<file path="src/rtl/fetch_stage.sv">
// Instruction-fetch stage: owns the PC, issues single outstanding imem reads,
// and presents each instruction with its PC until decode accepts it.
module fetch_stage #(
  parameter int                   ADDR_W    = 16,
  parameter int                   INSTR_W   = 16,
  parameter int                   PC_STEP   = 4,
  parameter logic [ADDR_W-1:0]    RESET_PC  = 16'h0000,
  parameter logic [INSTR_W-1:0]   NOP_INSTR = 16'h0000
) (
  input  logic               clk,
  input  logic               reset,
  input  logic               stall,
  input  logic               redirect_en,
  input  logic [ADDR_W-1:0]  redirect_pc,
  output logic               imem_req,
  output logic [ADDR_W-1:0]  imem_addr,
  input  logic               imem_rvalid,
  input  logic [INSTR_W-1:0] imem_rdata,
  output logic [ADDR_W-1:0]  pc_out,
  output logic [ADDR_W-1:0]  pc_plus4_out,
  output logic [INSTR_W-1:0] instruction_out,
  output logic               if_valid
);

  localparam logic [ADDR_W-1:0] STEP = ADDR_W'(PC_STEP);

  typedef enum logic [1:0] {
    S_ISSUE = 2'd0,
    S_WAIT  = 2'd1,
    S_HOLD  = 2'd2,
    S_DROP  = 2'd3
  } state_e;

  state_e              state_q, state_d;
  logic [ADDR_W-1:0]   pc_q, pc_d;
  logic [INSTR_W-1:0]  skid_instr_q, skid_instr_d;
  logic [ADDR_W-1:0]   skid_pc_q, skid_pc_d;
  logic                valid_q, valid_d;
  logic [INSTR_W-1:0]  instr_q, instr_d;
  logic [ADDR_W-1:0]   opc_q, opc_d;
  logic [ADDR_W-1:0]   opc4_q, opc4_d;

  logic                xfer;
  logic                buf_free;
  logic                load;
  logic [INSTR_W-1:0]  load_instr;
  logic [ADDR_W-1:0]   load_pc;

  assign xfer     = valid_q & ~stall;
  assign buf_free = ~valid_q | xfer;

  always_ff @(posedge clk) begin
    if (reset) begin
      state_q      <= S_ISSUE;
      pc_q         <= RESET_PC;
      skid_instr_q <= NOP_INSTR;
      skid_pc_q    <= '0;
      valid_q      <= 1'b0;
      instr_q      <= NOP_INSTR;
      opc_q        <= '0;
      opc4_q       <= '0;
    end else begin
      state_q      <= state_d;
      pc_q         <= pc_d;
      skid_instr_q <= skid_instr_d;
      skid_pc_q    <= skid_pc_d;
      valid_q      <= valid_d;
      instr_q      <= instr_d;
      opc_q        <= opc_d;
      opc4_q       <= opc4_d;
    end
  end

  // Next state, PC and skid capture
  always_comb begin
    state_d      = state_q;
    pc_d         = pc_q;
    skid_instr_d = skid_instr_q;
    skid_pc_d    = skid_pc_q;
    load         = 1'b0;
    load_instr   = imem_rdata;
    load_pc      = pc_q;
    unique case (state_q)
      S_ISSUE: begin
        if (redirect_en) pc_d = redirect_pc;
        else state_d = S_WAIT;
      end
      S_WAIT: begin
        if (redirect_en) begin
          pc_d    = redirect_pc;
          state_d = imem_rvalid ? S_ISSUE : S_DROP;
        end else if (imem_rvalid) begin
          pc_d = pc_q + STEP;
          if (buf_free) begin
            load    = 1'b1;
            state_d = S_ISSUE;
          end else begin
            skid_instr_d = imem_rdata;
            skid_pc_d    = pc_q;
            state_d      = S_HOLD;
          end
        end
      end
      S_HOLD: begin
        if (redirect_en) begin
          pc_d    = redirect_pc;
          state_d = S_ISSUE;
        end else if (!stall) begin
          load       = 1'b1;
          load_instr = skid_instr_q;
          load_pc    = skid_pc_q;
          state_d    = S_ISSUE;
        end
      end
      S_DROP: begin
        if (redirect_en) pc_d = redirect_pc;
        if (imem_rvalid) state_d = S_ISSUE;
      end
      default: state_d = S_ISSUE;
    endcase
  end

  // Output buffer: flush beats load beats drain
  always_comb begin
    valid_d = valid_q;
    instr_d = instr_q;
    opc_d   = opc_q;
    opc4_d  = opc4_q;
    if (redirect_en) begin
      valid_d = 1'b0;
      instr_d = NOP_INSTR;
    end else if (load) begin
      valid_d = 1'b1;
      instr_d = load_instr;
      opc_d   = load_pc;
      opc4_d  = load_pc + STEP;
    end else if (xfer) begin
      valid_d = 1'b0;
      instr_d = NOP_INSTR;
    end
  end

  always_comb begin
    imem_req  = ~reset & (state_q == S_ISSUE) & ~redirect_en;
    imem_addr = reset ? RESET_PC : pc_q;
  end

  assign pc_out          = opc_q;
  assign pc_plus4_out    = opc4_q;
  assign instruction_out = instr_q;
  assign if_valid        = valid_q;

endmodule

</file>
<file path="config.mk">
export PLATFORM = sky130hd
export DESIGN_NAME = fetch_stage
export DESIGN_NICKNAME = d
export VERILOG_FILES = /design/src/rtl/fetch_stage.sv
export SDC_FILE = /design/constraint.sdc
export NUM_CORES = 1
export LEC_CHECK = 0
export BUFFER_PORTS_ARGS = -buffer_cell sky130_fd_sc_hd__buf_2
export CAP_MARGIN = 30
export CORE_MARGIN = 1
export CORE_UTILIZATION = 30
export CTS_BUF_LIST = sky130_fd_sc_hd__clkbuf_16
export DETAILED_ROUTE_END_ITERATION = 10
export HOLD_SLACK_MARGIN = 0.08
export PLACE_DENSITY_LB_ADDON = 0.1
export REMOVE_ABC_BUFFERS = 1
export SLEW_MARGIN = 0
export SYNTH_ARGS = -nofsm -noshare
export SYNTH_HDL_FRONTEND = slang
export SYNTH_SLANG_ARGS = --single-unit
export TNS_END_PERCENT = 30
</file>
<file path="constraint.sdc">
create_clock -name clk -period 4.2 [get_ports clk]
set_input_delay 0.42 -clock clk [delete_from_list [all_inputs] [get_ports clk]]
set_output_delay 0.42 -clock clk [all_outputs]
set_load 0.03 [all_outputs]
</file>
==> reports/qor.csv <==
metric,value,unit
FF-to-FF End,pc_plus4_out[10],
CP max FO,7,
sequential share of the synthesized area,0.410,
CP Launch Type,register,
endpoints failing hold,0,
H-tree Lvls,3,
leakage,2.29,nW
clk root buf,clkbuf_16,
total gr overflow,0,
crit share post-route,0.657,
GRT Util Overall,0.186,
Residual DRC,0,
post-layout minimum cycle time,2760,ps
Die Y,128,um
max_slew headroom,0.367,
"Design Area, Final",5700,sq um
cts hold-fix bufs,0,
Clock Latency Late Sink,350,ps
Synth Flop Type,dfxtp_1,
worst r2r src,state_q[0],
number of buffers created by CTS,9,
Hold Path Cell Cnt,3,
RePlAce Congestion,0.830,
Worst Setup End Kind,register,
outcome,"finished, final reports clean",
ys async rst share,0,
r2r setup slk,1440,ps
dpl hpwl,10.2,mm
maximum VDD drop,0.194,mV
CP Cell Sequence,inv_1 -> ha_1 -> or3b_1 -> mux2_2 -> ha_1 -> nand3_1 -> or3_1 -> a311oi_1 -> a32o_1,
setup TNS,0,ps
initial core utilization,0.309,
highest-count cells in the layout ignoring fill and taps,"nand2_1 (112), buf_2 (102), dfxtp_1 (97), nor2_1 (66), a21oi_1 (54)",
number of setup buffers added after CTS,0,
Most Frequent Cell on Critical Path,ha_1,
Antenna diodes,0,
DR iter-0 viols,217,
synthesized cell area,4740,sq um
max-slew violations,0,
Setup-failing EPs final,0,
row count,45,
CP Data Arrival Time,3050,ps
Least-Margin Pin Slew,943,ps
max incr delay on CP,430,ps
Hold Path End,pc_q[0],
max frequency,363,MHz
worst clock skew,7.53,ps
PostCTS Resize Cnt,0,
vias in the first global route,4308,
largest net degree at the start of global routing,46,
Placeable Area,15300,sq um
hold path startpoint,redirect_pc[0],
layout cells sized above 1,0.204,
WL/cell,16.5,um
TritonCTS clock tree,done,
Bufs on Longest Clock Path,2,
Buffers on Ports,102,
die width,128,um
Routed WL,14.9,mm
initial antenna violation count,0,
vias per cell,5.03,
setup ws final,1440,ps
die footprint,16300,sq um
RSZ-0062 raised after global routing,false,
number of synthesized flops with an enable pin,0,
first-pass GRT wire length,23.4,mm
Yosys Warn Count,0,
CP Data Required Time,4500,ps
"Clk pin slew, worst setup/hold paths",70,ps
max cap viols,0,
Unique masters post-synth,51,
Fill cells,1647,
"FF+latch count, synth",97,
pwr dens,353,nW/um^2
CP startpoint,state_q[0],
worst-path cell with the longest stage delay,or3b_1,
DP Worst Slack,1390,ps
area grow syn2layout,20.2,%
"Cell Area, Placed",5410,sq um
Via Count,4530,
I/O pins,103,
syn_area_per_cell,7.70,sq um
"most common cell after layout, fill and taps aside",nand2_1,
Gate Count Post-Synth,615,
Layout Nets,729,
cells on worst reg2reg path,9,
clock net sink count,97,
antenna-violating nets left,0,
HP Class,primary input to register,
drt first pass iters,4,
Setup CP Type,register to register,
==> stage by stage <==
stage / power, mW / utilization / hold WS [ps] / instances
2_1_floorplan: 1.11 / - / 430 / 559
3_3_place_gp: 1.21 / 0.352 / 442 / 884
3_5_place_dp: 1.21 / 0.353 / 450 / 885
4_1_cts: 2.04 / 0.372 / 295 / 901
5_1_grt: 2.10 / 0.372 / 310 / 901
6_report: 2.01 / 0.372 / 303 / 901
==> cells by family (layout without fill, tap and decap cells) <==
kind of cell / Yosys count / after routing / share of synthesized area
adders and majority gates: 7 / 7 / 0.0185
buffers and inverters: 64 / 139 / 0.0565
AOI/OAI and AO/OA: 128 / 128 / 0.165
and+or+nand+nor: 283 / 283 / 0.275
DFF: 97 / 97 / 0.410
xor gates and xnor gates: 9 / 9 / 0.0166
muxes: 27 / 27 / 0.0584
==> power breakdown <==
group	leakage, nW	switching (mW)	internal [mW]	total [mW]
Combinational	1.36	0.140	0.0752	0.216
Clock	0.140	0.367	0.456	0.823
Sequential	0.785	0.0324	0.940	0.973
Total	2.29	0.540	1.47	2.01
==> sequential cells by signal, indices dropped and copies added (netlist names) <==
| signal | cells |
|---|---|
| if_valid | 1 |
| instruction_out | 16 |
| pc_out | 16 |
| pc_plus4_out | 14 |
| pc_q | 16 |
| skid_instr_q | 16 |
| skid_pc_q | 16 |
| state_q | 2 |
==> final cells by class <==
| cell class | instances | area, sq um | share of cell area |
|---|---|---|---|
| Tap cell | 211 | 264 | 0.0464 |
| Timing Repair Buffer | 115 | 616 | 0.108 |
| Inverter | 8 | 30.0 | 0.00527 |
| Clock buffer | 9 | 225 | 0.0395 |
| Multi-Input combinational cell | 454 | 2560 | 0.449 |
| Sequential cell | 97 | 1940 | 0.341 |
| Clock inverter | 7 | 62.6 | 0.0110 |
==> metal layers <==
layer	vias to the layer above	wire (um)	GRT usage
met4	0	119	0.0505
met1	2138	6560	0.226
met3	8	833	0.0551
li1	2270	-	-
met2	114	7340	0.321
met5	-	0	0
==> worst max-delay path by stage <==
stage | to | slack, ps | depth (start not counted)
2_1_floorplan | pc_plus4_out[15] | 70 | 6
3_3_place_gp | pc_plus4_out[10] | 1490 | 8
3_5_place_dp | pc_plus4_out[10] | 1390 | 8
4_1_cts | pc_plus4_out[10] | 1440 | 9
5_1_grt | pc_plus4_out[10] | 1180 | 10
6_report | pc_plus4_out[10] | 1440 | 9
==> synthesized netlist by cell type, types with 2 or more instances <==
cell	n	area, sq um
nand4_1	8	50.1
clkbuf_1	42	158
a211oi_1	4	30.0
buf_4	2	15.0
buf_2	10	50.1
dfxtp_1	97	1940
a21oi_1	54	270
o21ai_0	18	90.1
a32o_1	2	20.0
nor3b_1	3	22.5
nor2b_1	17	106
o211ai_1	11	82.6
a31oi_1	17	106
and2_1	2	12.5
nand2b_1	5	31.3
mux2i_1	22	220
nand3b_1	3	22.5
a311oi_1	8	70.1
o22ai_1	3	18.8
or3_1	8	50.1
nor3_1	20	100
nor4_1	7	43.8
or2_2	2	12.5
xor2_1	4	35.0
xnor2_1	5	43.8
nand3_1	20	100
nor2_1	66	248
ha_1	7	87.6
inv_1	7	26.3
and3_1	3	18.8
nor4b_1	3	26.3
nand2_1	112	420
mux2_2	5	56.3
==> worst max-delay path, delay by kind of cell, from the launching register on <==
kind	cells	cell delay (ps)
fa+ha+maj	2	550
compound gates	2	440
buf+inv	1	110
mux	1	270
flops	1	350
simple gates	3	980
(Power assumes the default switching activity.)
